==> src/rtl/cornet_bus_unit.sv <==
// Cornet bus master: one engine serving instruction fetch and data clients over a shared
// 8-bit memory bus, with data-over-fetch priority, little-endian multi-beat transfers and beat timeout.
module cornet_bus_unit #(
  parameter int unsigned ADDR_WIDTH = 16,
  parameter int unsigned MAX_BYTES  = 4,
  parameter int unsigned LEN_WIDTH  = 3,
  parameter int unsigned TIMEOUT    = 255
) (
  input  logic                   clk,
  input  logic                   reset_n,
  input  logic                   fetch_valid,
  input  logic [ADDR_WIDTH-1:0]  fetch_addr,
  output logic                   fetch_ready,
  output logic                   fetch_done,
  output logic [7:0]             fetch_data,
  input  logic                   req_valid,
  input  logic                   req_write,
  input  logic [ADDR_WIDTH-1:0]  req_addr,
  input  logic [LEN_WIDTH-1:0]   req_len,
  input  logic [8*MAX_BYTES-1:0] req_wdata,
  output logic                   req_ready,
  output logic                   resp_valid,
  output logic [8*MAX_BYTES-1:0] resp_rdata,
  output logic                   resp_err,
  output logic                   busy,
  output logic [ADDR_WIDTH-1:0]  addr,
  output logic                   rd_req,
  output logic                   wr_en,
  output logic [7:0]             wr_data,
  input  logic [7:0]             rd_data,
  input  logic                   ready
);
  localparam int unsigned          DW       = 8 * MAX_BYTES;
  localparam logic [15:0]          TMO_LAST = 16'(TIMEOUT - 1);
  localparam logic [LEN_WIDTH-1:0] LEN_MAX  = LEN_WIDTH'(MAX_BYTES);

  typedef enum logic [1:0] {ST_IDLE, ST_ISSUE, ST_WAIT} state_t;

  state_t                state_q;
  state_t                state_next;
  logic                  client_fetch_q;
  logic                  write_q;
  logic [ADDR_WIDTH-1:0] base_q;
  logic [LEN_WIDTH-1:0]  len_q;
  logic [LEN_WIDTH-1:0]  beat_q;
  logic [LEN_WIDTH-1:0]  eff_len;
  logic [DW-1:0]         wdata_q;
  logic [DW-1:0]         rbuf_q;
  logic [DW-1:0]         rbuf_next;
  logic [7:0]            wbyte_next;
  logic [15:0]           tcount_q;
  logic                  accept;
  logic                  last_beat;
  logic                  beat_adv;
  logic                  finish;
  logic                  timed_out;

  assign busy      = (state_q != ST_IDLE);
  assign accept    = req_ready | fetch_ready;
  assign last_beat = (beat_q == len_q - 1'b1);

  always_comb begin
    if (req_len == '0)
      eff_len = LEN_WIDTH'(1);
    else if (req_len > LEN_MAX)
      eff_len = LEN_MAX;
    else
      eff_len = req_len;
  end

  // Accumulator with the current beat's byte merged, and the byte for the following beat.
  always_comb begin
    rbuf_next  = rbuf_q;
    wbyte_next = '0;
    for (int unsigned i = 0; i < MAX_BYTES; i++) begin
      if (i == 32'(beat_q))
        rbuf_next[8*i +: 8] = rd_data;
      if (i == 32'(beat_q) + 32'd1)
        wbyte_next = wdata_q[8*i +: 8];
    end
  end

  always_ff @(posedge clk) begin
    if (!reset_n)
      state_q <= ST_IDLE;
    else
      state_q <= state_next;
  end

  always_comb begin
    state_next  = state_q;
    req_ready   = 1'b0;
    fetch_ready = 1'b0;
    beat_adv    = 1'b0;
    finish      = 1'b0;
    timed_out   = 1'b0;
    case (state_q)
      ST_IDLE: begin
        req_ready   = req_valid;
        fetch_ready = fetch_valid & ~req_valid;
        if (req_valid | fetch_valid)
          state_next = ST_ISSUE;
      end
      ST_ISSUE: state_next = ST_WAIT;
      ST_WAIT: begin
        if (ready) begin
          if (last_beat) begin
            finish     = 1'b1;
            state_next = ST_IDLE;
          end else begin
            beat_adv   = 1'b1;
            state_next = ST_ISSUE;
          end
        end else if (tcount_q == TMO_LAST) begin
          finish     = 1'b1;
          timed_out  = 1'b1;
          state_next = ST_IDLE;
        end
      end
      default: state_next = ST_IDLE;
    endcase
  end

  // Bus strobes are launched on the edge entering ISSUE so they are visible for the ISSUE cycle.
  always_ff @(posedge clk) begin
    if (!reset_n) begin
      client_fetch_q <= 1'b0;
      write_q        <= 1'b0;
      base_q         <= '0;
      len_q          <= '0;
      beat_q         <= '0;
      wdata_q        <= '0;
      rbuf_q         <= '0;
      tcount_q       <= '0;
      addr           <= '0;
      rd_req         <= 1'b0;
      wr_en          <= 1'b0;
      wr_data        <= '0;
      resp_valid     <= 1'b0;
      resp_rdata     <= '0;
      resp_err       <= 1'b0;
      fetch_done     <= 1'b0;
      fetch_data     <= '0;
    end else begin
      rd_req     <= 1'b0;
      wr_en      <= 1'b0;
      resp_valid <= 1'b0;
      fetch_done <= 1'b0;
      resp_err   <= 1'b0;

      if (accept) begin
        client_fetch_q <= fetch_ready;
        write_q        <= req_ready & req_write;
        base_q         <= req_ready ? req_addr : fetch_addr;
        len_q          <= req_ready ? eff_len : LEN_WIDTH'(1);
        wdata_q        <= req_wdata;
        rbuf_q         <= '0;
        beat_q         <= '0;
        addr           <= req_ready ? req_addr : fetch_addr;
        if (req_ready & req_write) begin
          wr_en   <= 1'b1;
          wr_data <= req_wdata[7:0];
        end else begin
          rd_req <= 1'b1;
        end
      end

      if (state_q == ST_ISSUE)
        tcount_q <= '0;

      if (state_q == ST_WAIT) begin
        if (ready && !write_q)
          rbuf_q <= rbuf_next;
        if (!ready)
          tcount_q <= tcount_q + 16'd1;
      end

      if (beat_adv) begin
        beat_q <= beat_q + 1'b1;
        addr   <= base_q + ADDR_WIDTH'(beat_q + 1'b1);
        if (write_q) begin
          wr_en   <= 1'b1;
          wr_data <= wbyte_next;
        end else begin
          rd_req <= 1'b1;
        end
      end

      if (finish) begin
        resp_err <= timed_out;
        if (client_fetch_q) begin
          fetch_done <= 1'b1;
          fetch_data <= timed_out ? 8'h00 : rd_data;
        end else begin
          resp_valid <= 1'b1;
          if (!write_q)
            resp_rdata <= timed_out ? rbuf_q : rbuf_next;
        end
      end
    end
  end

endmodule
==> config.mk <==
export PLATFORM = sky130hd
export DESIGN_NAME = cornet_bus_unit
export DESIGN_NICKNAME = d
export VERILOG_FILES = /design/src/rtl/cornet_bus_unit.sv
export SDC_FILE = /design/constraint.sdc
export NUM_CORES = 1
export LEC_CHECK = 0
export ABC_AREA = 0
export ABC_CLOCK_PERIOD_IN_PS = 2080
export BUFFER_PORTS_ARGS = -buffer_cell sky130_fd_sc_hd__buf_2
export CAP_MARGIN = 10
export CELL_PAD_IN_SITES_DETAIL_PLACEMENT = 1
export CELL_PAD_IN_SITES_GLOBAL_PLACEMENT = 1
export CORE_UTILIZATION = 38
export CTS_CLUSTER_DIAMETER = 200
export CTS_CLUSTER_SIZE = 16
export DETAILED_ROUTE_END_ITERATION = 8
export GPL_TIMING_DRIVEN = 0
export HOLD_SLACK_MARGIN = 0.06
export PLACE_DENSITY_LB_ADDON = 0.1
export SYNTH_ARGS = -nofsm -noshare
export SYNTH_HDL_FRONTEND = slang
export SYNTH_SLANG_ARGS = --single-unit
export TNS_END_PERCENT = 30
==> constraint.sdc <==
create_clock -name clk -period 2.08 [get_ports clk]
set_clock_uncertainty 0.2 [all_clocks]
set_input_delay 0.52 -clock clk [delete_from_list [all_inputs] [get_ports clk]]
set_output_delay 0.52 -clock clk [all_outputs]
set_load 0.03 [all_outputs]
## After elaboration in Yosys (flattened, before gate mapping)

Cells that the tools add are included.

| cells by class | value |
|---|---|
| add/sub/neg operators | 6 |
| magnitude comparators | 1 |
| equal/unequal tests | 12 |
| muxes and demuxes | 54 |
| bitwise operators | 7 |
| reductions and logical operators | 12 |

Operators by type and width:

| kind | count |
|---|---|
| 2-to-1 mux 32 bit | 4 |
| 2-to-1 mux 8 bit | 13 |
| 2-to-1 mux 16 bit | 6 |
| == test 1 x 32 -> 1 bit (first input constant) | 1 |
| == test 2 x 32 -> 1 bit (first input constant) | 1 |
| logical NOT 32 bit | 1 |
| 2-to-1 mux 1 bit | 22 |
| adder 16 x 1 -> 16 bit (second input constant) | 1 |
| adder 16 x 4 -> 16 bit | 1 |
| == test 16 x 8 -> 1 bit (second input constant) | 1 |
| 2-to-1 mux 3 bit | 5 |
| adder 3 x 1 -> 4 bit (second input constant) | 2 |
| == test 2 x 3 -> 1 bit (first input constant) | 2 |
| logical NOT 3 bit | 2 |
| 2-to-1 mux 2 bit | 3 |
| one-hot mux 2 bit (3 select lines) | 1 |
| AND reduction 2 bit | 3 |
| == test 2 x 4 -> 1 bit (first input constant) | 1 |
| nonzero test 2 bit | 2 |
| adder 3 x 1 -> 3 bit (second input constant) | 1 |
| == test 1 x 3 -> 1 bit (first input constant) | 1 |
| == test 3 bit | 1 |
| greater-than comparator 3 bit (second input constant) | 1 |
| != test 3 bit (second input constant) | 1 |
| 11 further kinds | 15 |

| word-level totals | value |
|---|---|
| register bits after elaboration | 175 |
| bits of input ports | 81 |
| output and inout bits | 72 |
| logic and storage cells | 110 |

## Logic depth before layout (Yosys ltp)

| depth | value |
|---|---|
| depth after elaboration | 8 |
| depth in mapped cells | 9 |
| gate-level depth less buffers | 9 |

## Worst setup path after synthesis

Ideal clock, no wire load.

| path | value |
|---|---|
| kind | flip-flop to flip-flop |
| start point | reg beat_q[0] |
| end point | reg addr[8] |
| library setup time | 133 ps |
| data arrival time | 1888 ps |
| required time | 1747 ps |
| path slack | -141 ps |
| cell stages (with the launch flop) | 10 |
| buffers on the path | 0 |
| cells stage by stage | dfxtp_1 -> inv_1 -> ha_1 -> inv_1 -> fa_1 -> a21oi_1 -> nor2_1 -> and3_1 -> xnor2_1 -> o221ai_1 |

| between the ends | value |
|---|---|
| word-level cells in the longest chain between the ends | 5 |
| elaborated cells between the ends (all ways) | 8 |
| classes of those cells | add/sub: 2; eq/ne: 1; mux: 4; reduce/logical: 1 |

RTL lines:

| what | RTL line | text |
|---|---|---|
| start, declared | 45 | `logic [LEN_WIDTH-1:0] beat_q;` |
| start signal, assigned | 179 | `beat_q <= beat_q + 1'b1;` |
| branches (longest 5 deep; another with adder 16 x 4 -> 16 bit) | n/a |  |
| end signal, assigned | 159 | `addr <= req_ready ? req_addr : fetch_addr;` |
| end signal, assigned | 180 | `addr <= base_q + ADDR_WIDTH'(beat_q + 1'b1);` |
| end, declared | 26 | `output logic [ADDR_WIDTH-1:0] addr,` |

Several ways; the timed one is not identified.
A chain may end at the register's enable or synchronous reset.

## Final worst setup path

| path | value |
|---|---|
| start point | reg tcount_q[0] |
| end point | reg resp_rdata[1] |

| between the ends | value |
|---|---|
| word-level cells in the longest chain between the ends | 5 |
| elaborated cells between the ends (all ways) | 8 |
| classes of those cells | eq/ne: 1; mux: 6; reduce/logical: 1 |

RTL lines:

| what | RTL line | text |
|---|---|---|
| start, declared | 51 | `logic [15:0] tcount_q;` |
| start signal, assigned | 175 | `tcount_q <= tcount_q + 16'd1;` |
| == test 16 x 8 -> 1 bit (*) | 114 | `end else if (tcount_q == TMO_LAST) begin` |
| 2-to-1 mux 1 bit (*) | 114 |  |
| 2-to-1 mux 1 bit | 106 | `if (ready) begin` |
| 2-to-1 mux 1 bit | 97 | `case (state_q)` |
| AND reduction 3 bit (no line) / 2-to-1 mux 32 bit (equally long branches) | n/a |  |
| end signal, assigned | 197 | `resp_rdata <= timed_out ? rbuf_q : rbuf_next;` |
| end, declared | 23 | `output logic [8*MAX_BYTES-1:0] resp_rdata,` |

Every way passes the cells marked *; elsewhere a longest branch is shown, timed or not.

==> metrics.csv <==
metric,value,unit
Leakage,4.39,nW
# rows,53,
FF-to-FF End,resp_rdata[1],
Root Driver,clkbuf_16,
gpl congestion,0.791,
worst reg2reg startpoint,tcount_q[0],
DR WL/cell,19.7,um
vias in the first global route,8121,
Fillers,2493,
Num Clock Sinks,175,
"commonest non-fill, non-tap cells in the layout","dfxtp_1, nand2_1, buf_2",
run status,"finished, violations left",
H-tree depth,4,
"most common cell after layout, fill and taps aside",dfxtp_1,
clk slew on worst S/H paths,0.07,ns
final count of negative-setup-slack endpoints,53,
CP startpoint,tcount_q[0],
DRC viols,0,
Post-Syn Instances,958,
GRT Total Usage,0.261,
Slew Limit Fails,0,
Hold Path Class,in -> reg,
Worst Path Max Fanout,6,
"reg-to-reg slack, setup",-0.15,ns
Post-synth EDFFs,0,
hpwl dp,19.4,mm
ys async rst share,0,
first-pass GRT wire length,44.6,mm
DRT Pass-1 Iters,5,
final hold violation count,0,
Place WS,-0.942,ns
drt total wl,28.2,mm
Yosys reg bits,175,
Inserted Diodes,0,
initial antenna violation count,0,
FMAX,448,MHz
Crit Path Category,reg -> reg,
I/O pin count,153,
Layout area overhead,31.7,%
Max Cap Viol,0,
synthesized area per cell,8.60,um^2
PortBufs,144,
# nets final,1241,
die width,149,um
vias after detailed routing,7856,
RSZ-0062 raised after global routing,yes,
CP Data Arrival Time,2.33,ns
Final ANT Viol Nets,0,
maximum VDD drop,0.437,mV
Die ar.,0.0223,mm^2
layout cells sized above 1,0.305,
hold_buf cts,0,
Critical Path RT,2.18,ns
Syn Nets,1052,
Critical Path End,resp_rdata[1],
number of buffers created by CTS,17,
clock latency at the later pin of the worst-skew pair,0.44,ns
post-synthesis cell area,0.00823,mm^2
storage element area,0.00353,mm^2
largest net degree at the start of global routing,17,
sequential share of the synthesized area,0.425,
worst reg-to-reg path cell count,9,
PD cells,786,mW/mm^2
Tcrit/Tclk final,1.07,
CTS tree,built,
DR iter-0 viols,416,
final worst slack,-0.152,ns
Yosys Warn Count,0,
crit path launch type,register,
Core Area,0.0212,mm^2
violated checks,negative setup slack,
Worst Hold Launch,req_wdata[11],
ys flop type,dfxtp_1,
Slew @ Worst Pin,0.816,ns
slew margin rel.,0.456,
multi-input logic area,0.00475,mm^2
via/cell ratio,5.47,
Clock Tree Buf Depth,2,
final setup TNS,-3.63,ns
worst hold path stage count,3,
CP Capture Type,register,
"Remaining Overflow, GRT",0,
post-synth cell types,69,
chip height,149,um
minimum clock period,2.23,ns
initial core utilization,0.389,
-- worst max-delay path, cell delays in order (launching register included) --
cell and delay, ns:
dfxtp_4 0.35, inv_4 0.05, ha_4 0.11, nor4b_4 0.17
buf_4 0.18, nand4_4 0.17, o211ai_4 0.34, buf_12 0.18
mux2i_4 0.24, a211oi_2 0.08
-- report_power, final --
part | internal, W | switching, W
Combinational | 0.000501 | 0.000854
Sequential | 0.00351 | 0.000132
Clock | 0.00204 | 0.00149
Total | 0.00605 | 0.00248
-- state kept, by name, summed over array words and instances (netlist names), 2 cells and up --
register,count
addr,16
resp_rdata,32
fetch_data,8
state_q,2
wr_data,8
tcount_q,16
base_q,16
len_q,3
beat_q,3
rbuf_q,32
wdata_q,32
-- metrics by stage --
stage           util  std cells  total power [W]  hold slack, ns  area (um^2)
3_5_place_dp   0.441       1377          0.00490           0.251         9330
5_1_grt        0.513       1435          0.00883           0.111        10800
2_1_floorplan      -        958          0.00445           0.236         8260
3_3_place_gp   0.441       1377          0.00488           0.244         9320
6_report       0.513       1435          0.00852           0.107        10800
4_1_cts        0.501       1433          0.00852           0.103        10600
-- worst min-delay path by stage --
stage                             end  slack (ns)
after floorplan            wdata_q[0]        0.24
after global placement    wdata_q[21]        0.24
after detailed placement  wdata_q[21]        0.25
after CTS                 wdata_q[16]        0.10
after global routing      wdata_q[15]        0.11
final                     wdata_q[11]        0.11
-- synthesized netlist by cell type (all sizes together), types with 3 or more instances --
library cell	n	area (um^2)
dfxtp	175	3500
a221oi	3	26.3
a21oi	135	676
and3	12	75.1
and4	4	37.5
nor4	5	46.3
buf	18	108
clkbuf	53	269
o22ai	6	37.5
o21ai	12	63.8
mux2	9	101
nor3	7	35.0
nor2b	3	18.8
o21a	3	22.5
mux2i	46	460
a211oi	36	290
nor2	54	213
o211a	7	70.1
or4	3	22.5
nand3	61	305
a31oi	3	33.8
inv	16	60.1
o211ai	15	154
xor2	12	105
ha	12	150
a311oi	5	43.8
or3	3	18.8
a221o	8	80.1
nand2b	7	43.8
o311ai	4	35.0
and2	8	50.1
a21o	8	61.3
nand2	161	609
xnor2	7	61.3
nand4	10	77.6
-- layer usage --
layer,global-route usage,part of all wire,vias up
li1,-,-,3786
met1,0.340,0.46,3867
met2,0.447,0.49,167
met3,0.0333,0.033,36
met4,0.0801,0.018,0
met5,0,0,-
-- logic make-up (layout without fill, tap and decap cells) --
logic type,after synthesis,in the layout,share of synthesized area
multiplexers,55,55,0.0682
AO/OA/AOI/OAI,255,255,0.204
flip-flops,175,175,0.425
AND/OR/NAND/NOR,349,349,0.203
buffers and inverters,91,293,0.0564
adder cells (fa/ha/maj),13,13,0.0207
XOR/XNOR,20,20,0.0229
-- final cells by class --
cell class / instances / area share
Buffer: 66 / 0.0420
Clock buffer: 18 / 0.0396
Clock inverter: 14 / 0.0188
Inverter: 18 / 0.00784
Multi-Input combinational cell: 692 / 0.438
Sequential cell: 175 / 0.325
Tap cell: 275 / 0.0317
Timing Repair Buffer: 177 / 0.0969
-- what timing repair did --
| item | CTS | global route |
|---|---|---|
| gates cloned | 1 | 0 |
| endpoints found under the setup margin | 159 | 118 |
| gates resized for setup | 105 | 47 |
| pin swaps | 31 | 22 |
| setup buffers | 28 | 4 |
Note: power is estimated with default switching activity, not from simulation.
